<file path="src/rtl/riscv_ctrl_pkg.sv">
// Shared encodings for the multicycle RV32I control unit: FSM states, opcodes,
// instruction classes, ALU operations, datapath select codes and trap causes.
// No logic here beyond the opcode-to-class lookup.
package riscv_ctrl_pkg;

    typedef enum logic [2:0] {
        ST_FETCH     = 3'd0,
        ST_DECODE    = 3'd1,
        ST_EXECUTE   = 3'd2,
        ST_MEMORY    = 3'd3,
        ST_WRITEBACK = 3'd4,
        ST_TRAP      = 3'd5
    } state_e;

    localparam logic [6:0] OPC_R      = 7'b0110011;
    localparam logic [6:0] OPC_IALU   = 7'b0010011;
    localparam logic [6:0] OPC_LOAD   = 7'b0000011;
    localparam logic [6:0] OPC_STORE  = 7'b0100011;
    localparam logic [6:0] OPC_BRANCH = 7'b1100011;
    localparam logic [6:0] OPC_JAL    = 7'b1101111;
    localparam logic [6:0] OPC_JALR   = 7'b1100111;
    localparam logic [6:0] OPC_LUI    = 7'b0110111;
    localparam logic [6:0] OPC_AUIPC  = 7'b0010111;

    typedef enum logic [3:0] {
        CLS_NONE, CLS_R, CLS_IALU, CLS_LOAD, CLS_STORE,
        CLS_BRANCH, CLS_JAL, CLS_JALR, CLS_LUI, CLS_AUIPC
    } instr_class_e;

    typedef enum logic [3:0] {
        ALU_ADD = 4'd0, ALU_SUB = 4'd1, ALU_SLL = 4'd2, ALU_SLT = 4'd3,
        ALU_SLTU = 4'd4, ALU_XOR = 4'd5, ALU_SRL = 4'd6, ALU_SRA = 4'd7,
        ALU_OR = 4'd8, ALU_AND = 4'd9, ALU_PASSB = 4'd10
    } alu_op_e;

    localparam logic [1:0] OPA_RS1 = 2'd0, OPA_PC = 2'd1, OPA_ZERO = 2'd2;
    localparam logic       OPB_RS2 = 1'b0, OPB_IMM = 1'b1;
    localparam logic [2:0] IMM_I = 3'd0, IMM_S = 3'd1, IMM_B = 3'd2, IMM_U = 3'd3, IMM_J = 3'd4;
    localparam logic [1:0] NPC_PLUS4 = 2'd0, NPC_PC_IMM = 2'd1, NPC_ALU = 2'd2, NPC_TRAP = 2'd3;
    localparam logic [1:0] WB_ALU = 2'd0, WB_MEM = 2'd1, WB_PC4 = 2'd2;
    localparam logic [1:0] CAUSE_ILLEGAL = 2'd0, CAUSE_FETCH_TO = 2'd1, CAUSE_DATA_TO = 2'd2;

    function automatic instr_class_e decode_class(input logic [6:0] opc);
        case (opc)
            OPC_R:      return CLS_R;
            OPC_IALU:   return CLS_IALU;
            OPC_LOAD:   return CLS_LOAD;
            OPC_STORE:  return CLS_STORE;
            OPC_BRANCH: return CLS_BRANCH;
            OPC_JAL:    return CLS_JAL;
            OPC_JALR:   return CLS_JALR;
            OPC_LUI:    return CLS_LUI;
            OPC_AUIPC:  return CLS_AUIPC;
            default:    return CLS_NONE;
        endcase
    endfunction

endpackage

</file>
<file path="src/rtl/alu_op_decoder.sv">
// ALU operation select from instruction class and funct fields.
// Latency: combinational, zero cycles.
// Backpressure: none; pure decode.
module alu_op_decoder
    import riscv_ctrl_pkg::*;
(
    input  instr_class_e instr_class,
    input  logic [2:0]   func_3,
    input  logic         func_7_bit_6,
    output alu_op_e      alu_op
);

    always_comb begin
        alu_op = ALU_ADD;
        case (instr_class)
            CLS_R, CLS_IALU: begin
                case (func_3)
                    // Immediate forms have no SUBI: bit 30 belongs to the immediate.
                    3'b000: alu_op = (instr_class == CLS_R && func_7_bit_6) ? ALU_SUB : ALU_ADD;
                    3'b001: alu_op = ALU_SLL;
                    3'b010: alu_op = ALU_SLT;
                    3'b011: alu_op = ALU_SLTU;
                    3'b100: alu_op = ALU_XOR;
                    3'b101: alu_op = func_7_bit_6 ? ALU_SRA : ALU_SRL;
                    3'b110: alu_op = ALU_OR;
                    default: alu_op = ALU_AND;
                endcase
            end
            CLS_BRANCH: alu_op = ALU_SUB;
            CLS_LUI:    alu_op = ALU_PASSB;
            default:    alu_op = ALU_ADD;
        endcase
    end

endmodule

</file>
<file path="src/rtl/multicycle_control_unit.sv">
// Multicycle RV32I sequencer: FETCH/DECODE/EXECUTE/MEMORY/WRITEBACK with traps.
// Latency: ALU/jump 4, branch 3, store 4, load 5 cycles at zero wait states.
// Backpressure: stalls on imem_ready/dmem_ready, traps after MEM_TIMEOUT waits.
module multicycle_control_unit
    import riscv_ctrl_pkg::*;
#(
    parameter int MEM_TIMEOUT  = 15,
    parameter int ALU_OP_W     = 4,
    parameter int RETIRE_CNT_W = 32
)(
    input  logic                    clk,
    input  logic                    rst_n,
    input  logic [6:0]              opcode,
    input  logic [2:0]              func_3,
    input  logic                    func_7_bit_6,
    input  logic                    branch_taken,
    input  logic                    imem_ready,
    input  logic                    dmem_ready,
    output logic                    imem_req,
    output logic                    ir_write,
    output logic                    dmem_req,
    output logic                    load,
    output logic                    store,
    output logic                    write,
    output logic                    pc_write,
    output logic [1:0]              alu_operand_a_selector,
    output logic                    alu_operand_b_selector,
    output logic [2:0]              immediate_selector,
    output logic [1:0]              next_pc_selector,
    output logic [1:0]              wb_selector,
    output logic [ALU_OP_W-1:0]     alu_operations_selector,
    output logic                    trap,
    output logic [1:0]              trap_cause,
    output logic                    instr_retired,
    output logic [RETIRE_CNT_W-1:0] retired_count,
    output logic [2:0]              state
);

    localparam int WAIT_W = $clog2(MEM_TIMEOUT + 1);

    state_e                  state_q, state_d;
    logic [WAIT_W-1:0]       wait_cnt_q, wait_cnt_d;
    instr_class_e            instr_class_q, instr_class_d;
    logic [1:0]              cause_q, cause_d;
    logic [RETIRE_CNT_W-1:0] retired_count_q, retired_count_d;

    alu_op_e alu_op;
    logic    commit;
    logic    wait_expired;
    logic    exec_phase;

    alu_op_decoder u_alu_op_decoder (
        .instr_class  (instr_class_q),
        .func_3       (func_3),
        .func_7_bit_6 (func_7_bit_6),
        .alu_op       (alu_op)
    );

    // The cycle that would push the count to MEM_TIMEOUT is the last one allowed.
    assign wait_expired = (wait_cnt_q == WAIT_W'(MEM_TIMEOUT - 1));
    assign exec_phase   = state_q inside {ST_EXECUTE, ST_MEMORY, ST_WRITEBACK};
    assign commit       = (state_q == ST_WRITEBACK)
                       || (state_q == ST_EXECUTE && instr_class_q == CLS_BRANCH)
                       || (state_q == ST_MEMORY && instr_class_q == CLS_STORE && dmem_ready);

    always_comb begin
        state_d         = state_q;
        wait_cnt_d      = wait_cnt_q;
        instr_class_d   = instr_class_q;
        cause_d         = cause_q;
        retired_count_d = commit ? retired_count_q + RETIRE_CNT_W'(1) : retired_count_q;
        case (state_q)
            ST_FETCH: begin
                if (imem_ready) begin
                    state_d = ST_DECODE;
                end else if (wait_expired) begin
                    state_d = ST_TRAP;
                    cause_d = CAUSE_FETCH_TO;
                end else begin
                    wait_cnt_d = wait_cnt_q + WAIT_W'(1);
                end
            end
            ST_DECODE: begin
                instr_class_d = decode_class(opcode);
                if (instr_class_d == CLS_NONE) begin
                    state_d = ST_TRAP;
                    cause_d = CAUSE_ILLEGAL;
                end else begin
                    state_d = ST_EXECUTE;
                end
            end
            ST_EXECUTE: begin
                case (instr_class_q)
                    CLS_LOAD, CLS_STORE: state_d = ST_MEMORY;
                    CLS_BRANCH:          state_d = ST_FETCH;
                    default:             state_d = ST_WRITEBACK;
                endcase
            end
            ST_MEMORY: begin
                if (dmem_ready) begin
                    state_d = (instr_class_q == CLS_STORE) ? ST_FETCH : ST_WRITEBACK;
                end else if (wait_expired) begin
                    state_d = ST_TRAP;
                    cause_d = CAUSE_DATA_TO;
                end else begin
                    wait_cnt_d = wait_cnt_q + WAIT_W'(1);
                end
            end
            default: state_d = ST_FETCH;
        endcase
        if (state_d != state_q) begin
            wait_cnt_d = '0;
        end
    end

    always_ff @(posedge clk or negedge rst_n) begin
        if (!rst_n) begin
            state_q         <= ST_FETCH;
            wait_cnt_q      <= '0;
            instr_class_q   <= CLS_NONE;
            cause_q         <= CAUSE_ILLEGAL;
            retired_count_q <= '0;
        end else begin
            state_q         <= state_d;
            wait_cnt_q      <= wait_cnt_d;
            instr_class_q   <= instr_class_d;
            cause_q         <= cause_d;
            retired_count_q <= retired_count_d;
        end
    end

    always_comb begin
        imem_req                = 1'b0;
        ir_write                = 1'b0;
        dmem_req                = 1'b0;
        load                    = 1'b0;
        store                   = 1'b0;
        write                   = 1'b0;
        pc_write                = 1'b0;
        alu_operand_a_selector  = OPA_RS1;
        alu_operand_b_selector  = OPB_RS2;
        immediate_selector      = IMM_I;
        next_pc_selector        = NPC_PLUS4;
        wb_selector             = WB_ALU;
        alu_operations_selector = '0;
        trap                    = 1'b0;
        trap_cause              = CAUSE_ILLEGAL;
        // ALU selects stay stable from EXECUTE until the instruction leaves.
        if (exec_phase) begin
            alu_operations_selector = ALU_OP_W'(alu_op);
            alu_operand_b_selector  = (instr_class_q == CLS_R || instr_class_q == CLS_BRANCH) ? OPB_RS2 : OPB_IMM;
            case (instr_class_q)
                CLS_STORE:  immediate_selector = IMM_S;
                CLS_BRANCH: immediate_selector = IMM_B;
                CLS_JAL: begin
                    alu_operand_a_selector = OPA_PC;
                    immediate_selector     = IMM_J;
                end
                CLS_LUI: begin
                    alu_operand_a_selector = OPA_ZERO;
                    immediate_selector     = IMM_U;
                end
                CLS_AUIPC: begin
                    alu_operand_a_selector = OPA_PC;
                    immediate_selector     = IMM_U;
                end
                default: ;
            endcase
        end
        case (state_q)
            ST_FETCH: begin
                // FETCH is also the reset state; requests only leave once reset releases.
                imem_req = rst_n;
                ir_write = rst_n & imem_ready;
            end
            ST_EXECUTE: begin
                if (instr_class_q == CLS_BRANCH) begin
                    pc_write         = 1'b1;
                    next_pc_selector = branch_taken ? NPC_PC_IMM : NPC_PLUS4;
                end
            end
            ST_MEMORY: begin
                dmem_req = 1'b1;
                load     = (instr_class_q == CLS_LOAD);
                store    = (instr_class_q == CLS_STORE);
                pc_write = (instr_class_q == CLS_STORE) && dmem_ready;
            end
            ST_WRITEBACK: begin
                write    = 1'b1;
                pc_write = 1'b1;
                case (instr_class_q)
                    CLS_LOAD:          wb_selector = WB_MEM;
                    CLS_JAL, CLS_JALR: wb_selector = WB_PC4;
                    default:           wb_selector = WB_ALU;
                endcase
                case (instr_class_q)
                    CLS_JAL:  next_pc_selector = NPC_PC_IMM;
                    CLS_JALR: next_pc_selector = NPC_ALU;
                    default:  next_pc_selector = NPC_PLUS4;
                endcase
            end
            ST_TRAP: begin
                trap             = 1'b1;
                trap_cause       = cause_q;
                pc_write         = 1'b1;
                next_pc_selector = NPC_TRAP;
            end
            default: ;
        endcase
    end

    assign instr_retired = commit;
    assign retired_count = retired_count_q;
    assign state         = state_q;

endmodule

</file>
<file path="config.mk">
export PLATFORM = sky130hd
export DESIGN_NAME = multicycle_control_unit
export DESIGN_NICKNAME = d
export VERILOG_FILES = /design/src/rtl/riscv_ctrl_pkg.sv /design/src/rtl/alu_op_decoder.sv /design/src/rtl/multicycle_control_unit.sv
export SDC_FILE = /design/constraint.sdc
export NUM_CORES = 1
export LEC_CHECK = 0
export BUFFER_PORTS_ARGS = -buffer_cell sky130_fd_sc_hd__buf_2
export CORE_MARGIN = 8
export CORE_UTILIZATION = 35
export DETAILED_ROUTE_END_ITERATION = 16
export PLACE_DENSITY_LB_ADDON = 0.12
export SLEW_MARGIN = 20
export SYNTH_ARGS = -nofsm -noshare
export SYNTH_HDL_FRONTEND = slang
export SYNTH_SLANG_ARGS = --single-unit
</file>
<file path="constraint.sdc">
create_clock -name clk -period 2.71 [get_ports clk]
set_input_delay 0.271 -clock clk [delete_from_list [all_inputs] [get_ports clk]]
set_output_delay 0.271 -clock clk [all_outputs]
set_load 0.02 [all_outputs]
</file>
==> flow_metrics.env, run 1 <==
export IMPL_synthCells=316
export IMPL_pwr_share_comb=0.379
export IMPL_min_path_type="input pin to async pin"
export IMPL_drt_total_wl_um=7260
export IMPL_grt_pass1_vias=2508
export IMPL_path_depth=6
export IMPL_crit_fanout=9
export IMPL_rows=32
export IMPL_clockPowerShare=0.241
export IMPL_overflow=0
export IMPL_die_width_um=105
export IMPL_cap_violations=0
export IMPL_yosysMostFrequentCell="dfrtp_1"
export IMPL_cts_max_path_buffers=2
export IMPL_worstMarginPinSlew_ns=0.583
export IMPL_die_area_sq_um=11100
export IMPL_seq_power_share=0.381
export IMPL_synth_edf_count=0
export IMPL_first_pass_iters=4
export IMPL_ys_flop_type="dfrtp_1"
export IMPL_crit_path_max_incr_delay_ns=0.53
export IMPL_cts_sinks=45
export IMPL_total_power_mw=2.46
export IMPL_vias_per_cell=4.96
export IMPL_start_util=0.363
export IMPL_critPathLaunchType="register"
export IMPL_postRouteAntennaNets=0
export IMPL_vias=2445
export IMPL_async_reset_ff_frac=1.00
export IMPL_p_sw_frac=0.399
export IMPL_ir_drop_uv=300
export IMPL_wl_met2_um=3240
export IMPL_synth_top_cell_by_area="dfrtp_1"
export IMPL_clk_latency_ns=0.30
export IMPL_grt_pass1_wl_um=12400
export IMPL_place_hpwl_um=5630
export IMPL_maxSlewViolCount=0
export IMPL_placed_area_sq_um=3270
export IMPL_met1Wirelength_um=3420
export IMPL_num_nets_final=412
export IMPL_holdWs_ns=0.157
export IMPL_synth_top_area_share=0.402
export IMPL_rsz0062_at_grt="no"
export IMPL_power_density_nw_per_um2=722
export IMPL_ios=76
export IMPL_fill_cells=775
export IMPL_numCtsBuffers=5
export IMPL_rr_endpoint="retired_count[21]$_DFFE_PN0P_"
export IMPL_final_area_sq_um=3410
export IMPL_synth_top_cells_by_count="dfrtp_1 (45), nor2_1 (41), nand2_1 (29), xnor2_1 (19), xor2_1 (17)"
export IMPL_core_area_sq_um=7730
export IMPL_drc=0
export IMPL_postCtsSetupRepairBufs=0
export IMPL_wl_per_cell_um=14.7
export IMPL_finalHoldViolations=0
export IMPL_path_buf_inv=2
export IMPL_cts_tree="yes"
export IMPL_avgSynthCellArea_sq_um=8.87
export IMPL_synth_warnings=0
export IMPL_htree_levels=2
export IMPL_hold_buffers=0
export IMPL_synth_net_count=338
export IMPL_crit_reg2reg_launch="state[1]$_DFF_PN0_"
export IMPL_synth_cell_types=57
export IMPL_cpMaxStageDelayCell="or4_1"
export IMPL_rr_worst_depth=9
export IMPL_leakage_nw=1.51
export IMPL_cts_resized_gates=0
export IMPL_fin_crit_sh=0.930
export IMPL_grt_total_usage=0.133
export IMPL_drt_iter0_markers=59
export IMPL_path_delay_family="simple AND/OR/NAND/NOR gates"
export IMPL_fin_setup_tns_ns=0
export IMPL_status="completed"
export IMPL_power_switching_uw=983
export IMPL_period_needed_ns=2.52
export IMPL_endpoint_kind="output port"
export IMPL_drive_gt1_frac=0.279
export IMPL_syn2layout_area_growth_pct=21.9
export IMPL_cts_clk_slew_worst_paths_ns=0.09
export IMPL_n_antenna_cell=0
export IMPL_die_h_um=105
export IMPL_routabilityCongestion=0.854
export IMPL_ys_seq_area_frac=0.402
export IMPL_root_buffer="clkbuf_8"
export IMPL_fmax_mhz=397
export IMPL_io_buffers=75
export IMPL_antenna_found_initial=0
export IMPL_ys_ff_latch=45
export IMPL_worst_endpoint_required_ns=2.44
export IMPL_cp_cell_sequence="inv_2 > ha_1 > nor2_1 > or4_1 > o21ai_0 > buf_2"
export IMPL_netlist_area_sq_um=2800
export IMPL_clock_skew_ns=0.00956
export IMPL_wl_met3_um=528
export IMPL_intPower_mw=1.48
export IMPL_top_layer="met4"
export IMPL_grt_max_degree=46
export IMPL_worstPathArrival_ns=2.25
export IMPL_r2r_slack_ns=0.40
export IMPL_slew_headroom=0.612
export IMPL_critPathKind="register to output port"
export IMPL_utilization=0.442
export IMPL_synthTopCellsByArea="dfrtp_1 (40%), xnor2_1 (5.9%), nor2_1 (5.5%), xor2_1 (5.3%), nand2_1 (3.9%)"
export IMPL_setup_viol=0
==> worst reg2reg max path: stages, from the launching register on <==
cell,delay [ns]
dfrtp_2,0.55
inv_2,0.14
nor2_4,0.15
nand2_2,0.08
inv_2,0.09
nand4b_1,0.16
a21o_1,0.27
or3_4,0.44
nor3_2,0.20
xor2_1,0.15
==> cell usage in the layout (no fill, tap or decap), types with 4 or more instances in the layout <==
master    instances
a211oi_1          6
a21oi_1          13
and3_1            7
buf_2            75
clkbuf_8          5
dfrtp_1          43
ha_1              6
inv_1            12
nand2_1          29
nand2b_1          6
nand3_1          16
nand3b_1          4
nand4_1           5
nor2_1           41
nor2b_1           4
nor3_1           10
nor3b_1           4
o21ai_0           9
xnor2_1          19
xor2_1           17
==> per-stage QoR <==
step	setup slack, ns	std cells
final	0.190	493
after global routing	0.0325	493
after CTS	0.0547	493
after detailed placement	0.266	485
after global placement	0.405	485
after floorplan	0.344	316
==> state kept, by name, indices dropped and copies added (netlist names) <==
name,count
cause_q,2
instr_class_q,4
retired_count,32
wait_cnt_q,4
state,3
==> metal layers <==
metal | GRT usage | up-vias
met5 | 0 | -
met2 | 0.211 | 58
li1 | - | 1239
met1 | 0.169 | 1141
met4 | 0.0367 | 0
met3 | 0.0438 | 7
==> layout make-up <==
class                   count  area, sq um  area share
inverters                  15         56.3      0.0165
clock inverters             3         65.1      0.0191
well taps                 102          128      0.0374
multi-input cells         245         1570       0.460
clock buffers               5         68.8      0.0202
flip-flops and latches     45         1130       0.331
repair buffers             78          398       0.117
==> power groups by stage <==
stage	Sequential [mW]	Combinational [mW]	Clock (mW)
floorplan	0.946	0.632	0
detailed placement	0.945	0.929	0
global placement	0.945	0.931	0
finish	0.938	0.933	0.593
CTS	0.933	0.933	0.611
global route	0.964	1.05	0.641
==> cells by family (layout without fill, tap and decap cells) <==
logic type	after synthesis	in the layout	synth area share
simple gates	153	153	0.297
compound gates	45	45	0.103
flops	45	45	0.402
xor+xnor	36	36	0.113
buf+inv	26	101	0.0397
fa+ha+maj	6	6	0.0268
mux	5	5	0.0188
==> worst max path at each step <==
stage                       startpoint                            end
floorplan           state[2]$_DFF_PN0_     alu_operations_selector[1]
global placement    state[1]$_DFF_PN0_  retired_count[21]$_DFFE_PN0P_
detailed placement  state[1]$_DFF_PN0_  retired_count[21]$_DFFE_PN0P_
CTS                 state[0]$_DFF_PN0_     alu_operations_selector[1]
global route        state[2]$_DFF_PN0_     alu_operations_selector[1]
finish              state[2]$_DFF_PN0_     alu_operations_selector[1]
Note: power is estimated with default switching activity, not from simulation.
==> run 2, diff against run 1 <==
Settings changed: CORE_UTILIZATION 35 to 57.
Clock period 2.71 ns to 3 ns, I/O delays scaled along.
==> run 2 against run 1 <==
Design area decreased by 2.9%. First-iteration DRC count increased by 120%. Clock power down 35%. Highest routed layer unchanged. Combinational power decreased by 14%.
==> flow_metrics.env, run 2 (synthesis results as in run 1) <==
export IMPL_rows=25
export IMPL_clock_skew_ns=0.00610
export IMPL_worstMarginPinSlew_ns=0.593
export IMPL_fin_setup_tns_ns=0
export IMPL_wl_per_cell_um=14.1
export IMPL_placed_area_sq_um=3210
export IMPL_r2r_slack_ns=0.59
export IMPL_grt_total_usage=0.180
export IMPL_antenna_found_initial=0
export IMPL_drive_gt1_frac=0.267
export IMPL_endpoint_kind="output port"
export IMPL_maxSlewViolCount=0
export IMPL_critPathLaunchType="register"
export IMPL_fmax_mhz=375
export IMPL_die_h_um=86.1
export IMPL_drt_total_wl_um=6460
export IMPL_fill_cells=389
export IMPL_n_antenna_cell=0
export IMPL_cts_sinks=45
export IMPL_final_common_cell="buf_2"
export IMPL_final_cell_mix="buf_2 (75), dfrtp_1 (45), nor2_1 (41), nand2_1 (29), xnor2_1 (19)"
export IMPL_setup_viol=0
export IMPL_overflow=0
export IMPL_postRouteAntennaNets=0
export IMPL_finalHoldViolations=0
export IMPL_grt_pass1_vias=2374
export IMPL_numCtsBuffers=5
export IMPL_seq_power_share=0.418
export IMPL_rsz0062_at_grt="no"
export IMPL_cts_tree="yes"
export IMPL_cap_violations=0
export IMPL_drc=0
export IMPL_die_area_sq_um=7410
export IMPL_ios=76
export IMPL_root_buffer="clkbuf_8"
export IMPL_rr_endpoint="retired_count[21]$_DFFE_PN0P_"
export IMPL_leakage_nw=1.48
export IMPL_crit_fanout=12
export IMPL_num_nets_final=411
export IMPL_grt_max_degree=45
export IMPL_crit_start="state[2]$_DFF_PN0_"
export IMPL_intPower_mw=1.16
export IMPL_cts_resized_gates=0
export IMPL_total_power_mw=2.04
export IMPL_cts_clk_slew_worst_paths_ns=0.09
export IMPL_worst_endpoint_required_ns=2.70
export IMPL_io_buffers=75
export IMPL_crit_path_end="alu_operations_selector[1]"
export IMPL_min_path_type="input pin to register"
export IMPL_syn2layout_area_growth_pct=18.4
export IMPL_final_area_sq_um=3320
export IMPL_core_area_sq_um=4720
export IMPL_status="completed"
export IMPL_place_hpwl_um=5040
export IMPL_largest_reg_flops=32
export IMPL_clockPowerShare=0.190
export IMPL_grt_pass1_wl_um=11000
export IMPL_period_needed_ns=2.67
export IMPL_slew_headroom=0.604
export IMPL_ir_drop_uv=478
export IMPL_drt_iter0_markers=131
export IMPL_cts_max_path_buffers=2
export IMPL_postCtsSetupRepairBufs=0
export IMPL_vias_per_cell=5.39
export IMPL_fin_crit_sh=0.890
export IMPL_rr_worst_depth=9
export IMPL_die_width_um=86.1
export IMPL_power_density_nw_per_um2=615
export IMPL_p_sw_frac=0.431
export IMPL_worstPathArrival_ns=2.37
export IMPL_htree_levels=2
export IMPL_pwr_share_comb=0.393
export IMPL_power_switching_uw=880
export IMPL_crit_reg2reg_launch="state[1]$_DFF_PN0_"
export IMPL_start_util=0.593
export IMPL_routabilityCongestion=0.927
export IMPL_first_pass_iters=4
export IMPL_vias=2463
export IMPL_clk_latency_ns=0.29
export IMPL_critPathKind="register to output port"
[run 2: changes by cell type in the layout (fill, tap and decap cells not counted), sizes merged]
| cell | before | now |
|---|---|---|
| buf | 78 | 76 |
| bufinv | 2 | 0 |
| clkinv | 1 | 0 |
| clkinvlp | 0 | 1 |
| dlygate4sd3 | 0 | 1 |
| inv | 15 | 17 |
[run 2: worst max-delay path, stage by stage, from the launching register on]
cell and delay (ns):
dfrtp_1 0.64, nor3b_2 0.42, nor2_1 0.20, or4_1 0.53
o21ai_0 0.09, buf_2 0.19
[run 2: layout make-up]
class	instances	area (sq um)	area share
clock buffer	5	68.8	0.0207
sequential	45	1130	0.339
tap	67	83.8	0.0253
clock inverter	3	25.0	0.00754
multi-input combinational	245	1560	0.472
timing repair buffer	77	393	0.118
inverter	15	56.3	0.0170
[run 2: worst min path at each step]
stage,startpoint,to,slack [ns],cells past startpoint
detailed placement,rst_n,state[1]$_DFF_PN0_,0.11,1
finish,opcode[4],instr_class_q[3]$_DFFE_PN0P_,0.32,3
global route,opcode[4],instr_class_q[3]$_DFFE_PN0P_,0.32,3
CTS,opcode[4],instr_class_q[3]$_DFFE_PN0P_,0.31,3
global placement,rst_n,state[1]$_DFF_PN0_,0.11,1
floorplan,rst_n,cause_q[0]$_DFFE_PN0P_,0.004,0
[run 2: per-stage QoR]
stage | util | worst slack [ns] | hold slack (ns) | instances
detailed placement | 0.680 | 0.618 | 0.114 | 448
global route | 0.702 | 0.112 | 0.318 | 457
finish | 0.702 | 0.331 | 0.320 | 457
global placement | 0.680 | 0.675 | 0.114 | 448
CTS | 0.702 | 0.345 | 0.311 | 457
floorplan | - | 0.605 | 0.00441 | 316
[run 2: metal layers]
layer | share of wire | vias to the layer above | global-route usage
met5 | 0 | - | 0
met4 | 0.010 | 0 | 0.0494
met3 | 0.078 | 9 | 0.0478
met2 | 0.46 | 79 | 0.297
met1 | 0.45 | 1135 | 0.225
li1 | - | 1240 | -
[run 2: power groups by stage]
| stage | clock, mW | combinational (mW) | sequential, mW |
|---|---|---|---|
| 2_1_floorplan | 0 | 0.570 | 0.855 |
| 3_3_place_gp | 0 | 0.792 | 0.857 |
| 3_5_place_dp | 0 | 0.800 | 0.859 |
| 4_1_cts | 0.397 | 0.802 | 0.849 |
| 5_1_grt | 0.421 | 0.897 | 0.871 |
| 6_report | 0.387 | 0.801 | 0.852 |
[run 2: repair_timing]
item                                    in CTS  in global routing
endpoints found under the setup margin       0                  0
endpoints found under the hold margin        1                  0
hold buffers                                 1                  0
